**src/rtl/pll_lock_rst_seq.sv**
```systemverilog
// PLL lock qualifier and core/peripheral reset release sequencer on the free-running refclk.
// Optional lock timeout watchdog is built only when PLL_LOCK_TIMEOUT_EN is defined.
module pll_lock_rst_seq #(
  parameter int LOCK_STABLE_CYCLES = 16,
  parameter int PERIPH_DELAY       = 8
`ifdef PLL_LOCK_TIMEOUT_EN
  ,
  parameter int LOCK_TIMEOUT       = 50000
`endif
) (
  input  logic       HCLK,
  input  logic       HRESETn,
  input  logic       pll_extlock,
  input  logic       clr_status,
  output logic       core_rst_n,
  output logic       periph_rst_n,
  output logic       pll_ready,
  output logic       lock_lost,
  output logic [7:0] lock_loss_cnt,
  output logic       lock_timeout,
  output logic [1:0] dbg_state
);

  typedef enum logic [1:0] {
    WAIT_LOCK = 2'd0,
    STABLE    = 2'd1,
    RUN       = 2'd2,
    LOST      = 2'd3
  } state_e;

  localparam int SW = (LOCK_STABLE_CYCLES > 2) ? $clog2(LOCK_STABLE_CYCLES) : 1;
  localparam int DW = (PERIPH_DELAY > 1) ? $clog2(PERIPH_DELAY + 1) : 1;
  localparam logic [SW-1:0] STAB_LAST = SW'(LOCK_STABLE_CYCLES - 1);
  localparam logic [DW-1:0] DLY_MAX   = DW'(PERIPH_DELAY);

  logic          sync1_q, sync2_q;
  logic          lock_s;
  state_e        state_q, state_d;
  logic [SW-1:0] stab_q, stab_d;
  logic [DW-1:0] dly_q, dly_d;
  logic          core_q, core_d;
  logic          periph_q, periph_d;
  logic          lost_q, lost_d;
  logic [7:0]    cnt_q, cnt_d;

  assign lock_s = sync2_q;

  // Handshake-free block: pll_extlock is a level, only its synchronized copy lock_s is consumed.
  always_ff @(posedge HCLK or negedge HRESETn) begin
    if (!HRESETn) begin
      sync1_q <= 1'b0;
      sync2_q <= 1'b0;
    end else begin
      sync1_q <= pll_extlock;
      sync2_q <= sync1_q;
    end
  end

  always_comb begin
    state_d = state_q;
    stab_d  = stab_q;
    dly_d   = dly_q;
    lost_d  = lost_q;
    cnt_d   = cnt_q;
    if (clr_status) begin
      lost_d = 1'b0;
      cnt_d  = 8'd0;
    end
    case (state_q)
      WAIT_LOCK: begin
        stab_d = '0;
        dly_d  = '0;
        if (lock_s) state_d = STABLE;
      end
      STABLE: begin
        if (!lock_s) begin
          state_d = WAIT_LOCK;
          stab_d  = '0;
        end else if (stab_q == STAB_LAST) begin
          state_d = RUN;
          dly_d   = '0;
        end else begin
          stab_d = stab_q + 1'b1;
        end
      end
      RUN: begin
        // Loss of lock takes priority over the peripheral delay count.
        if (!lock_s) begin
          state_d = LOST;
          lost_d  = 1'b1;
          if (cnt_d != 8'hFF) cnt_d = cnt_d + 8'd1;
        end else if (dly_q != DLY_MAX) begin
          dly_d = dly_q + 1'b1;
        end
      end
      default: begin
        state_d = WAIT_LOCK;
        stab_d  = '0;
        dly_d   = '0;
      end
    endcase
    // Reset outputs are registered from the next state so they move on the transition edge.
    core_d   = (state_d == RUN);
    periph_d = (state_d == RUN) && (dly_d == DLY_MAX);
  end

  always_ff @(posedge HCLK or negedge HRESETn) begin
    if (!HRESETn) begin
      state_q  <= WAIT_LOCK;
      stab_q   <= '0;
      dly_q    <= '0;
      core_q   <= 1'b0;
      periph_q <= 1'b0;
      lost_q   <= 1'b0;
      cnt_q    <= 8'd0;
    end else begin
      state_q  <= state_d;
      stab_q   <= stab_d;
      dly_q    <= dly_d;
      core_q   <= core_d;
      periph_q <= periph_d;
      lost_q   <= lost_d;
      cnt_q    <= cnt_d;
    end
  end

  assign core_rst_n    = core_q;
  assign periph_rst_n  = periph_q;
  assign pll_ready     = periph_q;
  assign lock_lost     = lost_q;
  assign lock_loss_cnt = cnt_q;
  assign dbg_state     = state_q;

`ifdef PLL_LOCK_TIMEOUT_EN
  localparam logic [15:0] TO_MAX = 16'(LOCK_TIMEOUT);

  logic [15:0] to_cnt_q, to_cnt_d;
  logic        timeout_q, timeout_d;

  // Counts time spent trying to lock; restarts only after reset or a lock loss.
  always_comb begin
    to_cnt_d = to_cnt_q;
    if (state_q == LOST) begin
      to_cnt_d = 16'd0;
    end else if ((state_q != RUN) && (to_cnt_q != TO_MAX)) begin
      to_cnt_d = to_cnt_q + 16'd1;
    end
    timeout_d = timeout_q | (to_cnt_d == TO_MAX);
  end

  always_ff @(posedge HCLK or negedge HRESETn) begin
    if (!HRESETn) begin
      to_cnt_q  <= 16'd0;
      timeout_q <= 1'b0;
    end else begin
      to_cnt_q  <= to_cnt_d;
      timeout_q <= timeout_d;
    end
  end

  assign lock_timeout = timeout_q;
`else
  assign lock_timeout = 1'b0;
`endif

endmodule
```
**config.mk**
```make
export PLATFORM = sky130hd
export DESIGN_NAME = pll_lock_rst_seq
export DESIGN_NICKNAME = d
export VERILOG_FILES = /design/src/rtl/pll_lock_rst_seq.sv
export SDC_FILE = /design/constraint.sdc
export NUM_CORES = 1
export LEC_CHECK = 0
export CELL_PAD_IN_SITES_DETAIL_PLACEMENT = 1
export CELL_PAD_IN_SITES_GLOBAL_PLACEMENT = 2
export CORE_AREA = 3 3 66 68
export CTS_BUF_LIST = sky130_fd_sc_hd__clkbuf_8 sky130_fd_sc_hd__clkbuf_16
export DETAILED_ROUTE_END_ITERATION = 10
export DIE_AREA = 0 0 69 71
export PLACE_DENSITY_LB_ADDON = 0.15
export SYNTH_ARGS = -nofsm -noshare
export SYNTH_HDL_FRONTEND = slang
export SYNTH_SLANG_ARGS = --single-unit
```
**constraint.sdc**
```tcl
create_clock -name HCLK -period 2.25 [get_ports HCLK]
set_clock_uncertainty 0.2 [all_clocks]
set_input_delay 0.45 -clock HCLK [delete_from_list [all_inputs] [get_ports HCLK]]
set_output_delay 0.45 -clock HCLK [all_outputs]
set_load 0.01 [all_outputs]
```
==> summary.txt <==
Floorplanning
  • Core Box Area: 3910 µm²
  • Die width: between 60 and 70 µm
  • Die Ht: 71 µm
  • # rows: 23
  • # IOs: 19
  • Die ar.: 4900 µm²
  • Starting Density: ~33%

GRT
  • Vias in the first global route: 1100
  • Tot GR Track Use: 12.7%
  • Initial antenna violation count: 0
  • Largest net degree at the start of global routing: 24
  • Wire length of the first global-routing pass: 5.11 mm
  • Gr ovfl total: 0

Critical path
  • Worst Setup Start Kind: primary input
  • Worst EP required: 2.21 ns
  • Crit Path Category: primary input to flip-flop
  • WP data arrival: approximately 2.1 ns
  • Worst-path fanout max: 3
  • Crit. End Element: flip-flop

Clock tree
  • H-tree levels: 1
  • Clock root buffer: clkbuf_8
  • Clock latency on the worst-skew pair: between 0.2 and 0.3 ns
  • Cts bufs inserted: 3
  • Clk sink count: 23
  • CTS clk-pin slew, worst paths: 0.08 ns
  • Post-CTS setup buffers: 0
  • Clk buf depth: 2
  • CTS tree: yes

Detailed routing
  • DRC viols: 0
  • Vias per std cell: between 5 and 6
  • DRT Pass-1 Iters: 4
  • WL per Instance: 14.2 µm
  • DRT antenna net count: 0
  • Drt total wl: 2.81 mm
  • Initial DRC count: 44
  • Via count: 993

Logic synthesis
  • Syn_area_per_cell: approximately 10 µm²
  • Register area share after synthesis: 44.3%
  • Ys Warns: 0
  • Post-synth EDFFs: 0
  • Yosys cell types: 51
  • Synth area leader: dfrtp_1
  • Ys async rst share: 100%
  • Cell with the most instances after synthesis: dfrtp_1
  • Mapped cell area: 1300 µm²
  • Top cell type's share of synthesized area: about 44%
  • Synth cell count leaders: dfrtp_1 (23), ha_1 (8), inv_1 (6), nand2_1 (6), nor2b_1 (6)
  • Net Count, Synth: 136
  • Top post-synthesis cells by area: dfrtp_1 (44%), ha_1 (7.7%), nor2b_1 (2.9%), xnor2_1 (2.7%), a21oi_1 (1.9%)
  • Top_reg_cell synth: dfrtp_1
  • Synth Instances: 124
  • Synth Register Bits: 23

Placed design
  • GPL Wtd Cong: 0.747
  • Pre-CTS setup slack: -0.171 ns
  • PortBufs: 17
  • Post-DP HPWL: 2.11 mm
  • Dpl cells: between 150 and 200

Flow run
  • Max-cap viol count: 0

Timing
  • Fin. max-slew vios: 0
  • TNS Setup: 0 ns
  • Post-layout min period: 2.11 ns
  • Final hold viol count: 0
  • Final WS setup: roughly 0.14 ns
  • Crit share post-route: 93.8%
  • FMAX: 474 MHz
  • Setup repair after global routing missed its margin: false
  • Endpoints failing setup: 0

Pwr
  • Worst vdd ir: 0.276 mV
  • Pwr/cell area: 562 nW/µm²
  • Leakage power: slightly below 0.7 nW

Cells and area
  • Core Util, Final: 41.1%
  • Area delta synth->final: 23.9%
  • Layout cell share with drive strength beyond 1: 16.9%
  • Fin cells: 198
  • Antenna Cells: 0
  • Nets: ~160

Run status
  • Outcome: finished clean

Hold path
  • HP Class: flip-flop to flip-flop
-- layer usage --
metal,track usage (%),vias up,share of wire [%],wire [µm]
met5,0,-,0,0
met4,3.90,0,0.71,20
met3,2.13,2,2.0,57
met2,22.1,6,49,1370
met1,16.0,501,48,1360
li1,-,484,-,-
-- state kept, by name (all words and copies together), names as in the netlist --
register and cells:
dbg_state 2, lock_s 1, sync1_q 1, stab_q 4, periph_rst_n 1, lock_loss_cnt 8
core_rst_n 1, lock_lost 1, dly_q 4
-- per-stage QoR --
step / power [mW] / instance area, µm² / hold WS (ns)
global placement: 0.655 / 1560 / 0.137
floorplan: 0.590 / 1300 / -0.0456
detailed placement: 0.662 / 1560 / 0.136
finish: 0.905 / 1610 / 0.154
global route: 0.972 / 1610 / 0.176
CTS: 0.923 / 1600 / 0.157
-- path summary, 6_finish.rpt --
| check | from | end | slack, ns | cells past startpoint |
|---|---|---|---|---|
| max | clr_status | lock_loss_cnt[6] | 0.14 | 7 |
| min | sync1_q | lock_s | 0.15 | 0 |
| max reg2reg | stab_q[0] | periph_rst_n | 0.26 | 6 |
| min reg2reg | sync1_q | lock_s | 0.15 | 0 |
| max in group asynchronous | HRESETn | lock_loss_cnt[6] | 1.27 | 2 |
| min in group asynchronous | HRESETn | periph_rst_n | 0.34 | 2 |
-- worst max-delay path: stages --
cell and delay, ns:
clkdlybuf4s50_1 0.46, buf_4 0.16, and3b_1 0.27, nand3_4 0.09, or4b_1 0.49, o21ai_1 0.09, nor2_1 0.05
-- final cells by class --
type / count / area (µm²)
clock inverter: 1 / 3.75
clock buffer: 3 / 41.3
fill: 438 / 2300
inverter: 7 / 26.3
multi-input combinational: 89 / 671
tap: 50 / 62.6
sequential: 23 / 576
timing repair buffer: 25 / 230
-- report_power, final --
group,switching [mW],internal (mW),total (mW),leakage (nW)
combinational,0.104,0.0892,0.193,0.345
clock,0.133,0.122,0.255,0.0269
sequential,0.0256,0.432,0.457,0.314
-- logic make-up (layout without fill, tap and decap cells) --
| logic type | count (synthesis) | count (layout) | share of synthesized area, % |
|---|---|---|---|
| simple gates | 44 | 44 | 21.4 |
| other cells | 1 | 1 | 0.288 |
| compound gates | 27 | 27 | 14.7 |
| xor+xnor | 6 | 6 | 4.04 |
| buf+inv | 12 | 36 | 4.71 |
| flops | 23 | 23 | 44.3 |
| fa+ha+maj | 8 | 8 | 7.70 |
| mux | 3 | 3 | 2.89 |
-- what timing repair did --
| action | 4_1_cts | 5_1_grt |
|---|---|---|
| resized for setup | 0 | 3 |
| hold buffers | 0 | 0 |
| endpoints found under the setup margin | 0 | 2 |
-- cells in the final DEF, fill, tap and decap left out, types with 2 or more instances in the layout --
master and n:
a21oi_1 5, nand2_1 6, dfrtp_1 23, nand2b_1 2
nand4_1 4, nand3_1 5, nor2b_2 2, a31oi_1 2
xor2_1 2, clkdlybuf4s50_1 17, o22ai_1 2, clkbuf_8 3
and3_1 3, o21bai_1 2, nor2_1 5, o21ai_1 3
xnor2_1 4, buf_4 8, ha_1 7, inv_1 7
nor2b_1 4, nor3_1 2
No activity file was read; power rests on OpenSTA's default activity.
